### src/rtl/mem_access_unit_if.sv
// mem_access_unit_if: external data-memory port of mem_access_unit.
//   mem_req_o   : access request, held high until acknowledged
//   mem_we_o    : 1 = store, 0 = load
//   mem_addr_o  : byte address, stable while mem_req_o is high
//   mem_wdata_o : store data, stable while mem_req_o is high
//   mem_ack_i   : single-cycle completion pulse from memory
//   mem_rdata_i : load data, valid while mem_ack_i is high
// Modports: master (access unit side), slave (memory side).
interface mem_access_unit_if;
    logic        mem_req_o;
    logic        mem_we_o;
    logic [31:0] mem_addr_o;
    logic [31:0] mem_wdata_o;
    logic        mem_ack_i;
    logic [31:0] mem_rdata_i;

    modport master (
        output mem_req_o, mem_we_o, mem_addr_o, mem_wdata_o,
        input  mem_ack_i, mem_rdata_i
    );

    modport slave (
        input  mem_req_o, mem_we_o, mem_addr_o, mem_wdata_o,
        output mem_ack_i, mem_rdata_i
    );
endinterface

### src/rtl/mem_access_unit.sv
// mem_access_unit: multi-cycle data-memory stage between EXMEM and MEMWB.
// LW/SW from EXMEM become one req/ack transaction on the memory port while
// the pipeline is stalled; other instructions pass through with no latency.
// Ports:
//   clk_i, rst_i (async, active-low)
//   control_i/ALUResult_i/RS2data_i/RDaddr_i : from EXMEM
//   control_o/ALUResult_o/memData_o/RDaddr_o : to MEMWB
//   stall_o : freezes PC, IFID, IDEX, EXMEM
//   mem     : memory port (mem_access_unit_if.master)
//   err_o   : sticky timeout flag
// Build option: define MEM_TIMEOUT_EN to abort REQ after TIMEOUT_CYCLES
// cycles without ack (load data DEADBEEF, err_o set until reset).
module mem_access_unit #(
    parameter int unsigned TIMEOUT_CYCLES = 16
) (
    input  logic                      clk_i,
    input  logic                      rst_i,
    input  logic [3:0]                control_i,
    input  logic [31:0]               ALUResult_i,
    input  logic [31:0]               RS2data_i,
    input  logic [4:0]                RDaddr_i,
    output logic [3:0]                control_o,
    output logic [31:0]               ALUResult_o,
    output logic [31:0]               memData_o,
    output logic [4:0]                RDaddr_o,
    output logic                      stall_o,
    mem_access_unit_if.master         mem,
    output logic                      err_o
);
    // Control encodings shared with the rest of the pipeline.
    localparam logic [3:0] Ctrl_NOP = 4'h0;
    localparam logic [3:0] Ctrl_LW  = 4'h8;
    localparam logic [3:0] Ctrl_SW  = 4'h9;

    if (TIMEOUT_CYCLES < 1 || TIMEOUT_CYCLES > 255) begin : g_bad_timeout
        $error("mem_access_unit: TIMEOUT_CYCLES must be 1..255");
    end

    typedef enum logic [1:0] {IDLE, REQ, DONE} state_t;

    state_t      state_q, state_d;
    logic        we_q;
    logic [31:0] addr_q;
    logic [31:0] wdata_q;
    logic [31:0] rdata_q;
    logic        is_mem_op;
    logic        timeout_hit;

    assign is_mem_op = (control_i == Ctrl_LW) || (control_i == Ctrl_SW);

`ifdef MEM_TIMEOUT_EN
    logic [7:0] to_cnt_q;
    logic       err_q;

    // Abort on the edge where the no-ack count would reach TIMEOUT_CYCLES,
    // so REQ lasts exactly TIMEOUT_CYCLES cycles. An ack in that cycle wins.
    assign timeout_hit = (state_q == REQ) && !mem.mem_ack_i &&
                         (to_cnt_q == 8'(TIMEOUT_CYCLES - 1));

    always_ff @(posedge clk_i or negedge rst_i) begin
        if (!rst_i) begin
            to_cnt_q <= '0;
            err_q    <= 1'b0;
        end else begin
            if (state_q == IDLE && state_d == REQ) begin
                to_cnt_q <= '0;
            end else if (state_q == REQ && !mem.mem_ack_i) begin
                to_cnt_q <= to_cnt_q + 8'd1;
            end
            if (timeout_hit) begin
                err_q <= 1'b1;
            end
        end
    end

    assign err_o = err_q;
`else
    assign timeout_hit = 1'b0;
    assign err_o       = 1'b0;
`endif

    always_ff @(posedge clk_i or negedge rst_i) begin
        if (!rst_i) begin
            state_q <= IDLE;
            we_q    <= 1'b0;
            addr_q  <= '0;
            wdata_q <= '0;
            rdata_q <= '0;
        end else begin
            state_q <= state_d;
            if (state_q == IDLE && is_mem_op) begin
                addr_q  <= ALUResult_i;
                wdata_q <= RS2data_i;
                we_q    <= (control_i == Ctrl_SW);
            end
            if (state_q == REQ && mem.mem_ack_i) begin
                rdata_q <= we_q ? '0 : mem.mem_rdata_i;
            end else if (timeout_hit) begin
                rdata_q <= 32'hDEADBEEF;
            end
        end
    end

    always_comb begin
        state_d = state_q;
        stall_o = 1'b0;
        unique case (state_q)
            IDLE: begin
                if (is_mem_op) begin
                    stall_o = 1'b1;
                    state_d = REQ;
                end
            end
            REQ: begin
                stall_o = 1'b1;
                if (mem.mem_ack_i || timeout_hit) begin
                    state_d = DONE;
                end
            end
            DONE: begin
                // EXMEM advances on this edge, so the next IDLE cycle sees
                // the following instruction rather than this one again.
                state_d = IDLE;
            end
            default: state_d = IDLE;
        endcase
    end

    assign control_o       = stall_o ? Ctrl_NOP : control_i;
    assign memData_o       = (state_q == DONE) ? rdata_q : '0;
    assign ALUResult_o     = ALUResult_i;
    assign RDaddr_o        = RDaddr_i;

    // Request follows the state directly so reset drops it asynchronously.
    assign mem.mem_req_o   = (state_q == REQ);
    assign mem.mem_we_o    = we_q;
    assign mem.mem_addr_o  = addr_q;
    assign mem.mem_wdata_o = wdata_q;
endmodule

### src/flat_wrapper.sv
// flat-port wrapper written by rule: the top's interface ports become plain ports
module mem_access_unit_flat 
#(
    parameter int unsigned TIMEOUT_CYCLES = 16
)
  (clk_i, rst_i, control_i, ALUResult_i, RS2data_i, RDaddr_i, control_o, ALUResult_o, memData_o, RDaddr_o, stall_o, err_o, mem_mem_req_o, mem_mem_we_o, mem_mem_addr_o, mem_mem_wdata_o, mem_mem_ack_i, mem_mem_rdata_i);
  mem_access_unit_if mem_i ();
  input  logic clk_i;
  input  logic rst_i;
  input  logic [3:0] control_i;
  input  logic [31:0] ALUResult_i;
  input  logic [31:0] RS2data_i;
  input  logic [4:0] RDaddr_i;
  output logic [3:0] control_o;
  output logic [31:0] ALUResult_o;
  output logic [31:0] memData_o;
  output logic [4:0] RDaddr_o;
  output logic stall_o;
  output logic err_o;
  output wire logic [$bits(mem_i.mem_req_o)-1:0] mem_mem_req_o;
  output wire logic [$bits(mem_i.mem_we_o)-1:0] mem_mem_we_o;
  output wire logic [$bits(mem_i.mem_addr_o)-1:0] mem_mem_addr_o;
  output wire logic [$bits(mem_i.mem_wdata_o)-1:0] mem_mem_wdata_o;
  input wire logic [$bits(mem_i.mem_ack_i)-1:0] mem_mem_ack_i;
  input wire logic [$bits(mem_i.mem_rdata_i)-1:0] mem_mem_rdata_i;
  assign mem_mem_req_o = mem_i.mem_req_o;
  assign mem_mem_we_o = mem_i.mem_we_o;
  assign mem_mem_addr_o = mem_i.mem_addr_o;
  assign mem_mem_wdata_o = mem_i.mem_wdata_o;
  assign mem_i.mem_ack_i = mem_mem_ack_i;
  assign mem_i.mem_rdata_i = mem_mem_rdata_i;
  mem_access_unit #(.TIMEOUT_CYCLES(TIMEOUT_CYCLES)) u_core (.clk_i(clk_i), .rst_i(rst_i), .control_i(control_i), .ALUResult_i(ALUResult_i), .RS2data_i(RS2data_i), .RDaddr_i(RDaddr_i), .control_o(control_o), .ALUResult_o(ALUResult_o), .memData_o(memData_o), .RDaddr_o(RDaddr_o), .stall_o(stall_o), .mem(mem_i), .err_o(err_o));
endmodule
### config.mk
export PLATFORM = sky130hd
export DESIGN_NAME = mem_access_unit_flat
export DESIGN_NICKNAME = d
export VERILOG_FILES = /design/src/rtl/mem_access_unit_if.sv /design/src/rtl/mem_access_unit.sv /design/src/flat_wrapper.sv
export SDC_FILE = /design/constraint.sdc
export NUM_CORES = 1
export LEC_CHECK = 0
export CAP_MARGIN = 30
export CORE_MARGIN = 4
export CORE_UTILIZATION = 25
export CTS_BUF_LIST = sky130_fd_sc_hd__clkbuf_8
export DETAILED_ROUTE_END_ITERATION = 16
export PLACE_DENSITY_LB_ADDON = 0.12
export SETUP_SLACK_MARGIN = 0.2
export SLEW_MARGIN = 20
export SYNTH_ARGS = -nofsm -noshare
export SYNTH_HDL_FRONTEND = slang
export SYNTH_SLANG_ARGS = --single-unit
### constraint.sdc
create_clock -name clk_i -period 1.3 [get_ports clk_i]
set_input_delay 0.26 -clock clk_i [delete_from_list [all_inputs] [get_ports clk_i]]
set_output_delay 0.26 -clock clk_i [all_outputs]
set_load 0.05 [all_outputs]
# Word-level counts from Yosys, hierarchy flattened

Cells that the tools add are included.

Memory bits (read-only): 0
Logic and storage cells: 24
Input bits: 108
Memories: 0
Bits in latches: 0
Register bits after elaboration: 99
Memory bits (writable): 0
Output and inout bits: 141

Div/mod/pow operators: 0
Bitwise gates (word level): 0
Shift-type cells: 0
Multiply operators: 0
Equality and inequality tests: 6
Add/subtract/negate cells: 0
Magnitude comparators: 0
Reductions and logical operators: 5
Multiplexer cells: 8

Operators with widths:

| kind                 | count |
|---|---|
| $mux W32             | 2 |
| $eq A4 B4 Y1 const B | 2 |
| $mux W2              | 2 |
| $mux W4              | 1 |
| $ne A2 B1 Y1 const B | 2 |
| $pmux W2 S2          | 1 |
| $eq A2 B1 Y1 const B | 1 |
| $eq A2 B2 Y1 const B | 1 |
| $logic_and A1 B1 Y1  | 2 |
| $logic_not A2 Y1     | 1 |
| $pmux W1 S2          | 1 |
| $reduce_and A2 Y1    | 1 |
| $logic_or A1 B1 Y1   | 1 |
| $mux W1              | 1 |

# Logic depth before layout (Yosys ltp)

Word-level depth: 5
Mapped depth: 5
Mapped depth without buffers: 3

# Worst setup path before layout

Ideal clock, no wire load.

Path type: register to output
From: reg u_core.state_q[0]
To: out control_o[1]
Data required time: 1.040 ns
Data arrival time: 1.584 ns
Path buffers: 0
Stages on the path, launching flop included: 3
Path slack: -0.544 ns
Path through: dfrtp_1 -> nor2b_1 -> nor2b_1

Cells in the longest elaborated chain, start to end: 3
Elaborated cells between the ends (all ways): 4
Those cells by class: eq/ne: 1; mux: 2; reduce/logical: 1

RTL lines:

| item                   | line                   | RTL |
|---|---|---|
| start, declared        | mem_access_unit.sv:41  | `state_t state_q, state_d;` |
| start signal, assigned | mem_access_unit.sv:90  | `state_q <= state_d;` |
| $eq A2 B1 Y1           | -                      |  |
| via mem_mem_req_o      | flat_wrapper.sv:20     | `output wire logic [$bits(mem_i.mem_req_o)-1:0] mem_mem_req_o;` |
| $pmux W1 S2            | mem_access_unit.sv:107 | `unique case (state_q)` |
| $mux W4                | mem_access_unit.sv:129 | `assign control_o = stall_o ? Ctrl_NOP : control_i;` |
| end, declared          | flat_wrapper.sv:14     | `output logic [3:0] control_o;` |

The timed path passes the listed nets, and every way through them passes these cells.

# Worst setup path after layout

From: reg u_core.state_q[0]
To: out control_o[0]

Cells in the longest elaborated chain, start to end: 3
Elaborated cells between the ends (all ways): 4
Those cells by class: eq/ne: 1; mux: 2; reduce/logical: 1

RTL lines:

| item                                                    | line |
|---|---|
| $eq A2 B1 Y1 / $logic_not A2 Y1 (equally long branches) | mem_access_unit.sv:107 |
| $pmux W1 S2 (*)                                         | mem_access_unit.sv:107 |
| $mux W4 (*)                                             | mem_access_unit.sv:129 |

Mark *: on every way between the ends. The rest lies on a longest branch, timed or not.

==> flow_summary.yaml <==
routing:
  vias_per_cell: 4.231
  route.detailed.drc: 0
  drt_iter0_markers: 76
  route.met3.wl_um: 1564
  wl_met1_um: 5596
  wl_per_cell_um: 17.95
  dr.pass1.iters: 4
  wl_um: 15250
  num_vias: 3596
  routed-wl-met2_um: 7754
  antenna_left: 0
  top_layer_used: "met5"
synthesis:
  synth-seq-cells: 99
  avgSynthCellArea_um2: 12.41
  ys.flop_type: "dfrtp_1"
  syn_inst: 365
  synth_top_cells_by_count: "dfrtp_1, mux2_4, buf_4, and2_1, nand2_1"
  async_flop_share: 1.000
  synth_nets: 473
  synth_warnings: 0
  netlist.area_leader.share: 0.5468
  yosys-top-cells-area: "dfrtp_1, mux2_4, mux2_2, buf_4, and2_1"
  synth_cell_types: 19
  yosysSeqAreaShare: 0.5468
  yosys.area.top_type: "dfrtp_1"
  yosys.cell_count.top_type: "dfrtp_1"
  synth_area_um2: 4531
  synth_edf_count: 0
worst_setup_path:
  slowest_delay_ns: 0.44
  worstPathArrival_ns: 1.46
  endpoint_kind: "primary output"
  cp_slowest_cell: "dfrtp_2"
  start_kind: "flop"
  critical_path_class: "flop to primary output"
  critPathRequiredTime_ns: 1.04
  cp_num_buf_inv: 2
  crit_family: "flip-flops"
  path_cells: "buf_6 > o21bai_4 > and2_4 > buf_12"
  crit_fanout: 5
grt:
  grt_start_max_net_pins: 33
  overflow: 0
  gr-usage-all-layers: 0.1478
  grt_first_pass_wirelength_um: 22940
  grt_antenna_before_repair: 1
  grt_pass1_vias: 4011
status:
  status: "complete, but fails checks"
  failed_checks: "negative setup slack"
timing:
  worst_slack_ns: -0.4240
  drv_slew: 0
  final-setup-viol-count: 138
  fin_tns_setup_ns: -42.02
  slew_headroom: 0.6597
  hold_viol: 0
  grt_setup_unrepaired: "true"
  worstMarginPinSlew_ns: 0.5105
  fmax_ghz: 0.5800
  post-route-period-util: 1.326
  fin_skew_ns: 0.01480
  period_needed_ns: 1.724
  worst_hold_slack_ns: 0.3351
place:
  place_hpwl_um: 10470
  pre_cts_slack_ns: -0.6237
  gp_congestion: 0.7528
  portBuffers: 237
  dpl_cell_area_um2: 8438
pwr:
  comb_power_share: 0.518
  p_seq_frac: 0.346
  p_sw_uw: 5074
  internal-power_uw: 8260
  ir_drop_mv: 0.7512
  cellLeakagePower_uw: 0.004404
  clock_power_share: 0.136
  p_per_area_nw_per_um2: 1396
  switching_share: 0.3805
clocking:
  numCtsBuffers: 9
  clock_sinks: 99
  htree_levels: 3
  cts_root_buf: "clkbuf_8"
  cts_tree: "built"
  clkLatencyLatePin_ns: 0.37
  clock_path_buffers: 2
  clk_pin_slew_ns: 0.10
floorplanning:
  num_io_pins: 249
  die_h_um: 142.6
  die_w_um: 142.6
  core_area_um2: 17540
  dieArea_um2: 20340
  fp-row-count: 48
  start_util: 0.2583
cells_and_area:
  stdcell_area_um2: 9550
  diodes: 0
  layout-drive-gt1-share: 0.5840
  nets: 728
  area_delta_synth_final_pct: 110.8
hold_path:
  worstHoldPathType: "primary input to flop"
run:
  maxCapViolCount: 0
-- cells in the final DEF, fill, tap and decap left out, types with 2 or more instances in the layout --
master	n
buf_4	23
o21ai_1	5
mux2_4	40
buf_6	15
nand2_4	6
nand2_8	2
buf_16	11
nor2b_4	3
dlygate4sd2_1	35
and2_4	34
buf_8	2
buf_12	148
mux2_2	25
dfrtp_1	96
dfrtp_2	2
o21ai_2	26
clkbuf_8	10
nand2_1	20
clkdlybuf4s50_1	66
nand2b_1	32
inv_1	3
clkinv_4	2
nand2_2	6
-- state kept, by name, indices dropped and copies added, names as in the netlist --
register and flops:
u_core.rdata_q 32, u_core.mem.mem_wdata_o 32, u_core.mem.mem_we_o 1, u_core.state_q 2, u_core.mem.mem_addr_o 32
-- power by group through the flow --
stage	Combinational [uW]	Clock, uW	Sequential, uW
6_report	6900	1820	4620
5_1_grt	7200	2030	4710
4_1_cts	6750	1910	4590
3_5_place_dp	6320	0	4670
3_3_place_gp	6270	0	4640
2_1_floorplan	1620	0	5990
-- cells by family after synthesis --
group	after synthesis	synth area share
and+or+nand+nor	106	0.1292
buffers and inverters	60	0.09113
other	1	0.0008277
AOI/OAI and AO/OA	34	0.03811
DFF	99	0.5468
muxes	65	0.1939
-- path summary, 6_finish.rpt --
check,from,end,slack (ns),depth (start not counted)
hold / removal,ALUResult_i[8],u_core.mem.mem_addr_o[8],0.34,2
max in group asynchronous,rst_i,u_core.mem.mem_addr_o[4],0.35,3
hold reg to reg,u_core.rdata_q[19],u_core.rdata_q[19],0.49,2
setup reg to reg,u_core.state_q[0],u_core.mem.mem_addr_o[29],-0.33,7
min in group asynchronous,rst_i,u_core.rdata_q[2],0.41,2
setup / recovery,u_core.state_q[0],control_o[0],-0.42,4
-- layout make-up --
type / count / area, um2
clock buffer: 10 / 137.6
clock inverter: 6 / 33.78
fill: 1470 / 7986
inverter: 2 / 12.51
multi-input combinational: 207 / 1987
sequential: 99 / 2484
tap: 225 / 281.5
timing repair buffer: 301 / 4614
-- what timing repair did --
action                                 4_1_cts  5_1_grt
endpoints found under the hold margin       28        0
setup endpoints to repair                  234      202
setup buffers                               21       17
resized for setup                          103       27
hold buffers                                 1        0
pin swaps                                   24       10
gates cloned                                13        0
-- through the flow --
stage | std cells | power, uW | utilization
detailed placement | 782 | 10980 | 0.4812
global placement | 782 | 10910 | 0.4812
CTS | 833 | 13250 | 0.5308
floorplan | 365 | 7609 | -
finish | 850 | 13330 | 0.5446
global route | 850 | 13940 | 0.5446
-- metal layers --
metal | vias to the layer above | global-route usage
met3 | 22 | 0.06698
met4 | 2 | 0.05103
met5 | - | 0
li1 | 1667 | -
met1 | 1746 | 0.1646
met2 | 159 | 0.2510
(Power assumes the default switching activity.)
